**config.mk**
```make
export PLATFORM = sky130hd
export DESIGN_NAME = pu_broken_fifo_flat
export DESIGN_NICKNAME = d
export VERILOG_FILES = /design/src/rtl/pu_fault_pkg.sv /design/src/rtl/pu_broken_fifo_if.sv /design/src/rtl/pu_fifo_bank.sv /design/src/rtl/pu_broken_fifo.sv /design/src/flat_wrapper.sv
export SDC_FILE = /design/constraint.sdc
export NUM_CORES = 1
export LEC_CHECK = 0
export CELL_PAD_IN_SITES_DETAIL_PLACEMENT = 1
export CELL_PAD_IN_SITES_GLOBAL_PLACEMENT = 1
export CORE_UTILIZATION = 52
export CTS_CLUSTER_DIAMETER = 200
export DETAILED_ROUTE_END_ITERATION = 16
export PLACE_DENSITY_LB_ADDON = 0.05
export SYNTH_ARGS = -nofsm -noshare
export SYNTH_HDL_FRONTEND = slang
export SYNTH_SLANG_ARGS = --single-unit
```
**constraint.sdc**
```tcl
create_clock -name clk -period 3.6 [get_ports clk]
set_input_delay 0.36 -clock clk [delete_from_list [all_inputs] [get_ports clk]]
set_output_delay 0.36 -clock clk [all_outputs]
set_load 0.02 [all_outputs]
```
**src/rtl/pu_fault_pkg.sv**
```systemverilog
// Fault mode codes and the word transform shared by the fault-injecting PU and its testbenches.
package pu_fault_pkg;
    localparam int FAULT_NONE  = 0;
    localparam int FAULT_ADD   = 1;
    localparam int FAULT_XOR   = 2;
    localparam int FAULT_STUCK = 3;
    localparam int FAULT_DUP   = 4;

    // Widest {attr, data} word the transform handles; callers truncate the result to their width.
    localparam int FW_MAX = 64;

    function automatic logic [FW_MAX-1:0] fault_apply(input int mode,
                                                      input logic [FW_MAX-1:0] op,
                                                      input logic [FW_MAX-1:0] word);
        logic [FW_MAX-1:0] res;
        case (mode)
            FAULT_ADD:   res = word + op;
            FAULT_XOR:   res = word ^ op;
            FAULT_STUCK: res = op;
            default:     res = word;
        endcase
        return res;
    endfunction
endpackage

```
**src/rtl/pu_broken_fifo_if.sv**
```systemverilog
// Bus-side signals of the fault-injecting PU: write port, pop request, registered read port and status.
interface pu_broken_fifo_if #(
    parameter int DATA_WIDTH = 32,
    parameter int ATTR_WIDTH = 4
);
    logic                  signal_wr;
    logic [DATA_WIDTH-1:0] data_in;
    logic [ATTR_WIDTH-1:0] attr_in;
    logic                  signal_oe;
    logic [DATA_WIDTH-1:0] data_out;
    logic [ATTR_WIDTH-1:0] attr_out;
    logic                  full;
    logic                  empty;
    logic                  err;
    logic                  fault_hit;

    modport master (output signal_wr, data_in, attr_in, signal_oe,
                    input  data_out, attr_out, full, empty, err, fault_hit);
    modport slave  (input  signal_wr, data_in, attr_in, signal_oe,
                    output data_out, attr_out, full, empty, err, fault_hit);
endinterface

```
**src/rtl/pu_fifo_bank.sv**
```systemverilog
// Circular-buffer FIFO; push/pop arrive pre-qualified, hold_i keeps the head word in place on a pop.
module pu_fifo_bank #(
    parameter int W     = 36,
    parameter int DEPTH = 4
) (
    input  logic         clk,
    input  logic         rst_n,
    input  logic         push_i,
    input  logic         pop_i,
    input  logic         hold_i,
    input  logic [W-1:0] din_i,
    output logic [W-1:0] head_o,
    output logic         full_o,
    output logic         empty_o
);
    localparam int PW = $clog2(DEPTH);

    logic [W-1:0]  mem_q [DEPTH];
    logic [PW-1:0] head_q, head_d, tail_q, tail_d;
    logic [PW:0]   cnt_q, cnt_d;
    logic          adv;

    always_comb begin
        adv    = pop_i && !hold_i;
        head_d = adv    ? head_q + 1'b1 : head_q;
        tail_d = push_i ? tail_q + 1'b1 : tail_q;
        cnt_d  = cnt_q + (PW+1)'(push_i) - (PW+1)'(adv);
    end

    always_ff @(posedge clk or negedge rst_n) begin
        if (!rst_n) begin
            head_q <= '0;
            tail_q <= '0;
            cnt_q  <= '0;
        end else begin
            head_q <= head_d;
            tail_q <= tail_d;
            cnt_q  <= cnt_d;
        end
    end

    // When full, tail == head: the head is read before this edge overwrites it.
    always_ff @(posedge clk) begin
        if (push_i) mem_q[tail_q] <= din_i;
    end

    assign head_o  = mem_q[head_q];
    assign full_o  = (cnt_q == (PW+1)'(DEPTH));
    assign empty_o = (cnt_q == '0);
endmodule

```
**src/rtl/pu_broken_fifo.sv**
```systemverilog
// FIFO processing unit that corrupts popped words once a programmable number of clean pops has passed.
module pu_broken_fifo
    import pu_fault_pkg::*;
#(
    parameter int          DATA_WIDTH  = 32,
    parameter int          ATTR_WIDTH  = 4,
    parameter int          DEPTH       = 4,
    parameter int          FAULT_MODE  = FAULT_NONE,
    parameter logic [63:0] FAULT_VALUE = 64'd1,
    parameter int          FAULT_AFTER = 0,
    parameter int          FAULT_ONCE  = 0
) (
    input logic             clk,
    input logic             rst_n,
    pu_broken_fifo_if.slave bus
);
    localparam int          W     = DATA_WIDTH + ATTR_WIDTH;
    localparam logic [W-1:0] FV   = W'(FAULT_VALUE);
    localparam logic [31:0] AFTER = 32'(FAULT_AFTER);
    localparam logic [31:0] SAT   = 32'(FAULT_AFTER + 1);

    logic [W-1:0]      head_w;
    logic              bank_full, bank_empty;
    logic              pop_ok, fault_act, hold, adv, push_ok;
    logic [FW_MAX-1:0] xf;
    logic [31:0]       pops_q, pops_d;
    logic [W-1:0]      out_q, out_d;
    logic              hit_q, hit_d, err_q, err_d;

    always_comb begin
        pop_ok = bus.signal_oe && !bank_empty;
        if (FAULT_MODE == FAULT_NONE) fault_act = 1'b0;
        else if (FAULT_ONCE != 0)     fault_act = (pops_q == AFTER);
        else                          fault_act = (pops_q >= AFTER);
        hold    = fault_act && (FAULT_MODE == FAULT_DUP);
        adv     = pop_ok && !hold;
        // A held duplicate pop frees no slot, so it cannot make room for a write.
        push_ok = bus.signal_wr && (!bank_full || adv);
        xf      = fault_apply(FAULT_MODE, FW_MAX'(FV), FW_MAX'(head_w));

        out_d = '0;
        hit_d = 1'b0;
        if (pop_ok) begin
            out_d = fault_act ? xf[W-1:0] : head_w;
            hit_d = fault_act;
        end
        pops_d = (pop_ok && pops_q != SAT) ? pops_q + 32'd1 : pops_q;
        err_d  = err_q | (bus.signal_wr && !push_ok) | (bus.signal_oe && bank_empty);
    end

    always_ff @(posedge clk or negedge rst_n) begin
        if (!rst_n) begin
            pops_q <= '0;
            out_q  <= '0;
            hit_q  <= 1'b0;
            err_q  <= 1'b0;
        end else begin
            pops_q <= pops_d;
            out_q  <= out_d;
            hit_q  <= hit_d;
            err_q  <= err_d;
        end
    end

    pu_fifo_bank #(.W(W), .DEPTH(DEPTH)) u_bank (
        .clk     (clk),
        .rst_n   (rst_n),
        .push_i  (push_ok),
        .pop_i   (pop_ok),
        .hold_i  (hold),
        .din_i   ({bus.attr_in, bus.data_in}),
        .head_o  (head_w),
        .full_o  (bank_full),
        .empty_o (bank_empty)
    );

    assign bus.data_out  = out_q[DATA_WIDTH-1:0];
    assign bus.attr_out  = out_q[W-1:DATA_WIDTH];
    assign bus.full      = bank_full;
    assign bus.empty     = bank_empty;
    assign bus.err       = err_q;
    assign bus.fault_hit = hit_q;
endmodule
```
**src/flat_wrapper.sv**
```systemverilog
// flat-port wrapper written by rule: the top's interface ports become plain ports
module pu_broken_fifo_flat import pu_fault_pkg::*;
#(
    parameter int          DATA_WIDTH  = 32,
    parameter int          ATTR_WIDTH  = 4,
    parameter int          DEPTH       = 4,
    parameter int          FAULT_MODE  = FAULT_NONE,
    parameter logic [63:0] FAULT_VALUE = 64'd1,
    parameter int          FAULT_AFTER = 0,
    parameter int          FAULT_ONCE  = 0
)
  (clk, rst_n, bus_signal_wr, bus_data_in, bus_attr_in, bus_signal_oe, bus_data_out, bus_attr_out, bus_full, bus_empty, bus_err, bus_fault_hit);
  pu_broken_fifo_if #(.DATA_WIDTH(DATA_WIDTH), .ATTR_WIDTH(ATTR_WIDTH)) bus_i ();
  input logic clk;
  input logic rst_n;
  input wire logic [$bits(bus_i.signal_wr)-1:0] bus_signal_wr;
  input wire logic [$bits(bus_i.data_in)-1:0] bus_data_in;
  input wire logic [$bits(bus_i.attr_in)-1:0] bus_attr_in;
  input wire logic [$bits(bus_i.signal_oe)-1:0] bus_signal_oe;
  output wire logic [$bits(bus_i.data_out)-1:0] bus_data_out;
  output wire logic [$bits(bus_i.attr_out)-1:0] bus_attr_out;
  output wire logic [$bits(bus_i.full)-1:0] bus_full;
  output wire logic [$bits(bus_i.empty)-1:0] bus_empty;
  output wire logic [$bits(bus_i.err)-1:0] bus_err;
  output wire logic [$bits(bus_i.fault_hit)-1:0] bus_fault_hit;
  assign bus_i.signal_wr = bus_signal_wr;
  assign bus_i.data_in = bus_data_in;
  assign bus_i.attr_in = bus_attr_in;
  assign bus_i.signal_oe = bus_signal_oe;
  assign bus_data_out = bus_i.data_out;
  assign bus_attr_out = bus_i.attr_out;
  assign bus_full = bus_i.full;
  assign bus_empty = bus_i.empty;
  assign bus_err = bus_i.err;
  assign bus_fault_hit = bus_i.fault_hit;
  pu_broken_fifo #(.DATA_WIDTH(DATA_WIDTH), .ATTR_WIDTH(ATTR_WIDTH), .DEPTH(DEPTH), .FAULT_MODE(FAULT_MODE), .FAULT_VALUE(FAULT_VALUE), .FAULT_AFTER(FAULT_AFTER), .FAULT_ONCE(FAULT_ONCE)) u_core (.clk(clk), .rst_n(rst_n), .bus(bus_i));
endmodule
```
==> flow_summary_export.csv, run 1 <==
group,metric,value,unit
status,status,"completed",
clock_network,cts_sinks,188,
logic_synthesis,synth_adder_area_share,1.21,%
logic_synthesis,yosys_warnings,0,
sta,fin_crit,2.39,ns
worst_setup_path,crit_arrival,2.51,ns
clock_network,post_cts.repair.setup_buffers,0,
logic_synthesis,syn_avg_cell_area,22.4,µm²
sta,post-route-period-util,66.4,%
final_layout,final_cell_mix,"edfxtp_1 (144), clkdlybuf4s50_1 (77), dfrtp_1 (42), nor2b_1 (37), mux4_2 (36)",
worst_setup_path,worstSetupPathType,"flip-flop to flip-flop",
final_layout,antenna_cells,0,
routing,post_drt_via_cell_ratio,5.32,
worst_setup_path,crit_path_end_kind,"flip-flop",
clock_network,cts.clk_slew.worst_paths,0.06,ns
worst_setup_path,cp-start-kind,"flip-flop",
worst_setup_path,worstPathCellList,"nor3b_2 -> a21boi_1 -> and2_2 -> buf_4",
global_route,grtUsageTotal,21.4,%
logic_synthesis,syn-instance-count,304,
routing,first_iter_violations,188,
die,start_util,53.7,%
clock_network,cts_root_buf,"clkbuf_16",
logic_synthesis,synth-xor-area-share,0.643,%
global_route,grt_max_degree,45,
routing,dr.pass1.iters,4,
placed_design,portBuffers,78,
pwr,p_comb_share,26.6,%
final_layout,fin_util,66.3,%
sta,hold_violations,0,
sta,final-max-slew-violation-count,0,
clock_network,cts_hold_buffers,0,
routing,vias,3104,
routing,finalWirelength,12900,µm
pwr,p_int,0.00501,W
final_layout,layout-drive-gt1-share,20.4,%
pwr,p_sw_share,27.5,%
die,fp.dieH,116,µm
worst_setup_path,critical-path-slowest-cell,"and2_2",
logic_synthesis,synth-seq-cells,188,
clock_network,cts.path.max_buffers,2,
die,io_pins,80,
die,rows,41,
die,dieArea,0.0136,mm²
logic_synthesis,synthMuxAreaShare,12.1,%
global_route,grt_pass1_vias,3393,
logic_synthesis,synth_compound_area_share,0.588,%
final_layout,finalNetCount,445,
routing,wl_per_cell,22.2,µm
final_layout,fillers,1053,
worst_setup_path,crit_family,"simple AND/OR/NAND/NOR gates",
pwr,power_switching,0.00190,W
clock_network,cts_tree,"yes",
clock_network,worst_skew_pair.late_latency,0.42,ns
logic_synthesis,synth_top_family_by_area,"multiplexers",
worst_setup_path,crit_fanout,23,
logic_synthesis,ys_types,24,
worst_setup_path,required,3.72,ns
placed_design,hpwl,7870,µm
job,cap_viol_max_count,0,
global_route,grt_pass1_wl,19700,µm
global_route,grt_antenna_before_repair,0,
pwr,static-leakage-power,2.95,nW
die,core_area,0.0127,mm²
sta,fin_ws,1.21,ns
sta,finalClockSkew,0.00519,ns
logic_synthesis,syn_nets,350,
placed_design,gp_congestion,0.755,
clock_network,cts_resized,0,
logic_synthesis,netlist_area,0.00681,mm²
logic_synthesis,synth_sequential_area_ratio,79.7,%
pwr,pwr-share-seq,46.6,%
clock_network,htree_levels,4,
pwr,peakVddDrop,0.000398,V
placed_design,dp_slack,0.855,ns
sta,rsz0062_at_grt,"no",
sta,clock.fmax,0.418,GHz
routing,final_antenna_net_count,0,
hold_path,hold_class,"primary input to asynchronous set/reset pin",
global_route,grt_overflow,0,
sta,fin_hold_ws,0.137,ns
die,die_x,116,µm
pwr,pwr-share-clk,26.8,%
pwr,powerDensity,822,mW/mm²
final_layout,layout_commonest_cell,"edfxtp_1",
final_layout,area_growth_syn_to_layout,23.3,%
worst_setup_path,r2r_slack,1.21,ns
clock_network,cts_buffers,17,
sta,setup_violations,0,
sta,fin_tns_setup,0,ns
sta,worst_slew_pin_slew,1.07,ns
sta,relSlewSlack,28.6,%
worst_setup_path,cpPeakStageDelay,0.68,ns
logic_synthesis,synth_simple_gate_area_share,4.17,%
worst_setup_path,critPathBufInv,1,
routing,drc,0,
power by group through the flow:
stage                     registers, W  logic (W)  clock network [W]
after floorplan                0.00328    0.00107                  0
after global placement         0.00323    0.00182                  0
after detailed placement       0.00326    0.00185                  0
after CTS                      0.00323    0.00188            0.00189
after global routing           0.00328    0.00199            0.00196
final                          0.00322    0.00184            0.00185
synth_stat cells:
master,count,area (µm²)
ha_1,5,62.6
fa_1,1,20.0
mux4_2,36,811
nor2b_1,37,231
xnor2_1,3,26.3
buf_4,3,22.5
xor2_1,2,17.5
nor3_1,1,5.00
a221o_1,1,10.0
nor2_1,1,3.75
clkbuf_1,2,7.51
buf_2,5,25.0
dfrtp_1,44,1100
o31ai_2,1,12.5
and2_1,4,25.0
or2_2,1,6.26
inv_1,5,18.8
a21bo_2,1,10.0
buf_6,3,33.8
a21boi_1,1,7.51
nor3b_2,1,12.5
conb_1,1,3.75
edfxtp_1,144,4320
mux2_2,1,11.3
layout make-up:
cell class | instances | area [µm²] | share of cell area [%]
inverters | 5 | 18.8 | 0.224
clock inverters | 8 | 115 | 1.37
multi-input cells | 98 | 1290 | 15.4
well taps | 172 | 215 | 2.56
clock buffers | 24 | 472 | 5.62
repair buffers | 89 | 858 | 10.2
flip-flops and latches | 188 | 5430 | 64.6
path summary, 6_finish.rpt:
path                                             startpoint                                   end  cells after the start
max reg2reg                u_core.u_bank.cnt_q[2]$_DFF_PN0_  u_core.u_bank.mem_q[2][34]$_DFFE_PP_                      4
min reg2reg                        u_core.bus.err$_DFF_PN0_              u_core.bus.err$_DFF_PN0_                      1
min                                                   rst_n            u_core.out_q[30]$_DFF_PN0_                      1
max                        u_core.u_bank.cnt_q[2]$_DFF_PN0_  u_core.u_bank.mem_q[2][34]$_DFFE_PP_                      4
min in group clk                   u_core.bus.err$_DFF_PN0_              u_core.bus.err$_DFF_PN0_                      1
max in group asynchronous                             rst_n   u_core.u_bank.head_q[1]$_DFFE_PN0P_                      1
metrics by stage:
stage               power [W]  area (µm²)  instances
CTS                   0.00700        8400        584
global route          0.00722        8400        584
floorplan             0.00435        6810        304
global placement      0.00504        7810        552
detailed placement    0.00511        7810        552
finish                0.00691        8400        584
sequential cells by signal (all words and copies together), names as in the netlist:
register,count
u_core.u_bank.tail_q,2
u_core.u_bank.cnt_q,3
u_core.u_bank.head_q,2
u_core.out_q,36
u_core.u_bank.mem_q,144
u_core.bus.err,1
logic make-up (layout without fill, tap and decap cells):
group | Yosys count | count (layout)
compound gates | 4 | 4
xor+xnor | 5 | 5
fa+ha+maj | 6 | 6
buf+inv | 18 | 126
flops | 188 | 188
mux | 37 | 37
other cells | 1 | 1
simple gates | 45 | 45
metal layers:
metal / routed length [µm] / vias to the layer above / track usage [%]
met5: 0 / - / 0
met4: 226 / 0 / 9.23
met3: 436 / 19 / 4.67
met2: 6900 / 77 / 36.3
met1: 5380 / 1644 / 26.8
li1: - / 1364 / -
(Power assumes the default switching activity.)
==> run 2: changes to the inputs <==
--- a/config.mk
+++ b/config.mk
@@ -7,7 +7,7 @@
 export LEC_CHECK = 0
 export CELL_PAD_IN_SITES_DETAIL_PLACEMENT = 1
 export CELL_PAD_IN_SITES_GLOBAL_PLACEMENT = 1
-export CORE_UTILIZATION = 52
+export CORE_UTILIZATION = 44
 export CTS_CLUSTER_DIAMETER = 200
 export DETAILED_ROUTE_END_ITERATION = 16
 export PLACE_DENSITY_LB_ADDON = 0.05
==> constraint.sdc (replaced) <==
create_clock -name clk -period 2.15 [get_ports clk]
set_input_delay 0.215 -clock clk [delete_from_list [all_inputs] [get_ports clk]]
set_output_delay 0.215 -clock clk [all_outputs]
set_load 0.02 [all_outputs]
==> run 2 against run 1 <==
Against the previous run:
- worst hold slack better by 0.12 ns
- clock skew is 0.0024 ns higher
- worst setup slack worse by 1.1 ns
- via count is 0.74% higher
- global-route usage is 3.9 points lower
- maximum frequency is 15% higher
- utilization is 9.0 points lower
- sequential power is 62% higher
- combinational power is 86% higher
- first-iteration DRC count is 28% lower
==> flow_summary_export.csv, run 2 (same netlist as run 1, synthesis figures left out) <==
group,metric,value,unit
routing,dr.pass1.iters,4,
worst_setup_path,cp-start-kind,"flip-flop",
worst_setup_path,required,2.46,ns
global_route,grt_pass1_wl,19700,µm
final_layout,antenna_cells,0,
clock_network,cts.clk_slew.worst_paths,0.06,ns
clock_network,cts_root_buf,"clkbuf_16",
final_layout,largest_register_ffs,144,
routing,wl_per_cell,20.3,µm
clock_network,cts_buffers,17,
global_route,grt_antenna_before_repair,0,
worst_setup_path,cpPeakStageDelay,0.46,ns
final_layout,top_register,"u_core.u_bank.mem_q",
sta,finalClockSkew,0.00762,ns
placed_design,portBuffers,78,
pwr,static-leakage-power,3.05,nW
sta,clock.fmax,0.481,GHz
worst_setup_path,setup.worst_path.start,"u_core.u_bank.cnt_q[0]$_DFF_PN0_",
die,dieArea,0.0160,mm²
placed_design,gp_congestion,0.726,
placed_design,hpwl,7400,µm
routing,finalWirelength,12400,µm
job,cap_viol_max_count,0,
die,rows,45,
die,die_x,126,µm
clock_network,cts_sinks,188,
sta,hold_violations,0,
worst_setup_path,worstPathCellList,"o31ai_4 -> or2_4 -> a21bo_2 -> ha_1 -> fa_2 -> xor2_1 -> xnor2_1",
pwr,peakVddDrop,0.000751,V
clock_network,cts.path.max_buffers,2,
status,status,"completed",
sta,relSlewSlack,61.8,%
routing,drc,0,
die,fp.dieH,126,µm
sta,fin_hold_ws,0.258,ns
worst_setup_path,crit_arrival,2.39,ns
worst_setup_path,worstSetupPathType,"flip-flop to flip-flop",
routing,wl_met1,5450,µm
clock_network,worst_skew_pair.late_latency,0.43,ns
global_route,grt_overflow,0,
routing,wl_met3,369,µm
final_layout,final_cell_mix,"edfxtp_1 (144), clkdlybuf4s50_1 (77), dfrtp_1 (39), nor2b_1 (37), mux4_2 (36)",
routing,vias,3127,
worst_setup_path,crit_fanout,4,
worst_setup_path,ff2ff_path_depth,7,
clock_network,cts_tree,"yes",
routing,dr.max_layer_used,"met4",
die,core_area,0.0151,mm²
sta,final-max-slew-violation-count,0,
global_route,grt_max_degree,39,
sta,fin_tns_setup,0,ns
sta,fin_crit,2.08,ns
final_layout,finalNetCount,454,
sta,fin_ws,0.0728,ns
worst_setup_path,crit_path_end_kind,"flip-flop",
sta,rsz0062_at_grt,"yes",
global_route,grtUsageTotal,17.5,%
worst_setup_path,r2r_slack,0.07,ns
final_layout,area_growth_syn_to_layout,27.5,%
routing,first_iter_violations,135,
sta,worst_slew_pin_slew,0.573,ns
die,start_util,45.0,%
final_layout,layout-drive-gt1-share,24.5,%
worst_setup_path,reg2reg_from,"u_core.u_bank.cnt_q[0]$_DFF_PN0_",
global_route,grt_pass1_vias,3388,
worst_setup_path,critical-path-slowest-cell,"dfrtp_2",
routing,final_antenna_net_count,0,
hold_path,hold_class,"primary input to asynchronous set/reset pin",
clock_network,htree_levels,4,
pwr,powerDensity,1390,mW/mm²
final_layout,layout_commonest_cell,"edfxtp_1",
die,io_pins,80,
final_layout,fillers,1289,
routing,post_drt_via_cell_ratio,5.13,
final_layout,top_regs,"u_core.u_bank.mem_q: 144 flops, u_core.out_q: 36 flops, u_core.u_bank.cnt_q: 3 flops",
worst_setup_path,rr_endpoint,"u_core.u_bank.cnt_q[2]$_DFF_PN0_",
routing,dr_wl_met2,6430,µm
sta,setup_violations,0,
sta,post-route-period-util,96.6,%
placed_design,dp_slack,-0.0957,ns
==> run 2: changes by cell type in the layout (fill, tap and decap cells not counted), moves of 2 or more <==
| cell | before | now |
|---|---|---|
| clkinv_4 | 0 | 2 |
| dfrtp_2 | 2 | 5 |
| clkinvlp_4 | 1 | 3 |
| clkbuf_8 | 2 | 0 |
| buf_12 | 0 | 9 |
| inv_6 | 0 | 2 |
| clkbuf_1 | 5 | 1 |
| clkinv_1 | 2 | 0 |
| dfrtp_1 | 42 | 39 |
| bufinv_16 | 3 | 5 |
==> run 2: report_power, final <==
part / total, W / switching, W / internal (W)
sequential: 0.00522 / 0.000361 / 0.00486
combinational: 0.00342 / 0.00160 / 0.00182
clock: 0.00339 / 0.00132 / 0.00207
==> run 2: per-stage QoR <==
| stage | cells | instance area, µm² | total power (W) | util [%] |
|---|---|---|---|---|
| after global placement | 574 | 8000 | 0.00868 | 52.8 |
| final | 609 | 8680 | 0.0120 | 57.3 |
| after floorplan | 304 | 6820 | 0.00730 | - |
| after global routing | 609 | 8680 | 0.0126 | 57.3 |
| after CTS | 608 | 8660 | 0.0122 | 57.2 |
| after detailed placement | 574 | 8000 | 0.00876 | 52.8 |
==> run 2: worst max-delay path by stage <==
stage                                       end  slack (ns)  cells past startpoint
2_1_floorplan  u_core.u_bank.cnt_q[2]$_DFF_PN0_        0.03                      7
3_3_place_gp   u_core.u_bank.cnt_q[2]$_DFF_PN0_        0.01                      8
3_5_place_dp   u_core.u_bank.cnt_q[2]$_DFF_PN0_        -0.1                      8
4_1_cts        u_core.u_bank.cnt_q[2]$_DFF_PN0_       0.007                      7
5_1_grt        u_core.u_bank.cnt_q[2]$_DFF_PN0_       0.007                      7
6_report       u_core.u_bank.cnt_q[2]$_DFF_PN0_        0.07                      7
==> run 2: critical path: cells and delay by family (launching register included) <==
| family | cells | cell delay [ns] |
|---|---|---|
| fa+ha+maj | 2 | 0.53 |
| flops | 1 | 0.46 |
| simple gates | 1 | 0.17 |
| compound gates | 2 | 0.51 |
| xor+xnor | 2 | 0.30 |
==> run 2: timing repair <==
item	CTS	global route
endpoints found under the setup margin	1	1
resized for setup	2	3
pin swaps	1	3
hold buffers	1	0
setup buffers	1	1
hold endpoints to repair	15	0
==> run 2: cell type report <==
| class | instances | area (µm²) | area share [%] |
|---|---|---|---|
| Tap cell | 188 | 235 | 2.71 |
| Clock buffer | 18 | 429 | 4.95 |
| Inverter | 5 | 18.8 | 0.216 |
| Clock inverter | 14 | 218 | 2.51 |
| Timing Repair Buffer | 98 | 1040 | 12.0 |
| Multi-Input combinational cell | 98 | 1310 | 15.0 |
| Sequential cell | 188 | 5430 | 62.6 |
==> run 2: layer usage <==
| metal | up-vias | GRT usage [%] |
|---|---|---|
| li1 | 1387 | - |
| met1 | 1666 | 22.9 |
| met2 | 63 | 28.4 |
| met3 | 11 | 4.43 |
| met4 | 0 | 6.80 |
| met5 | - | 0 |
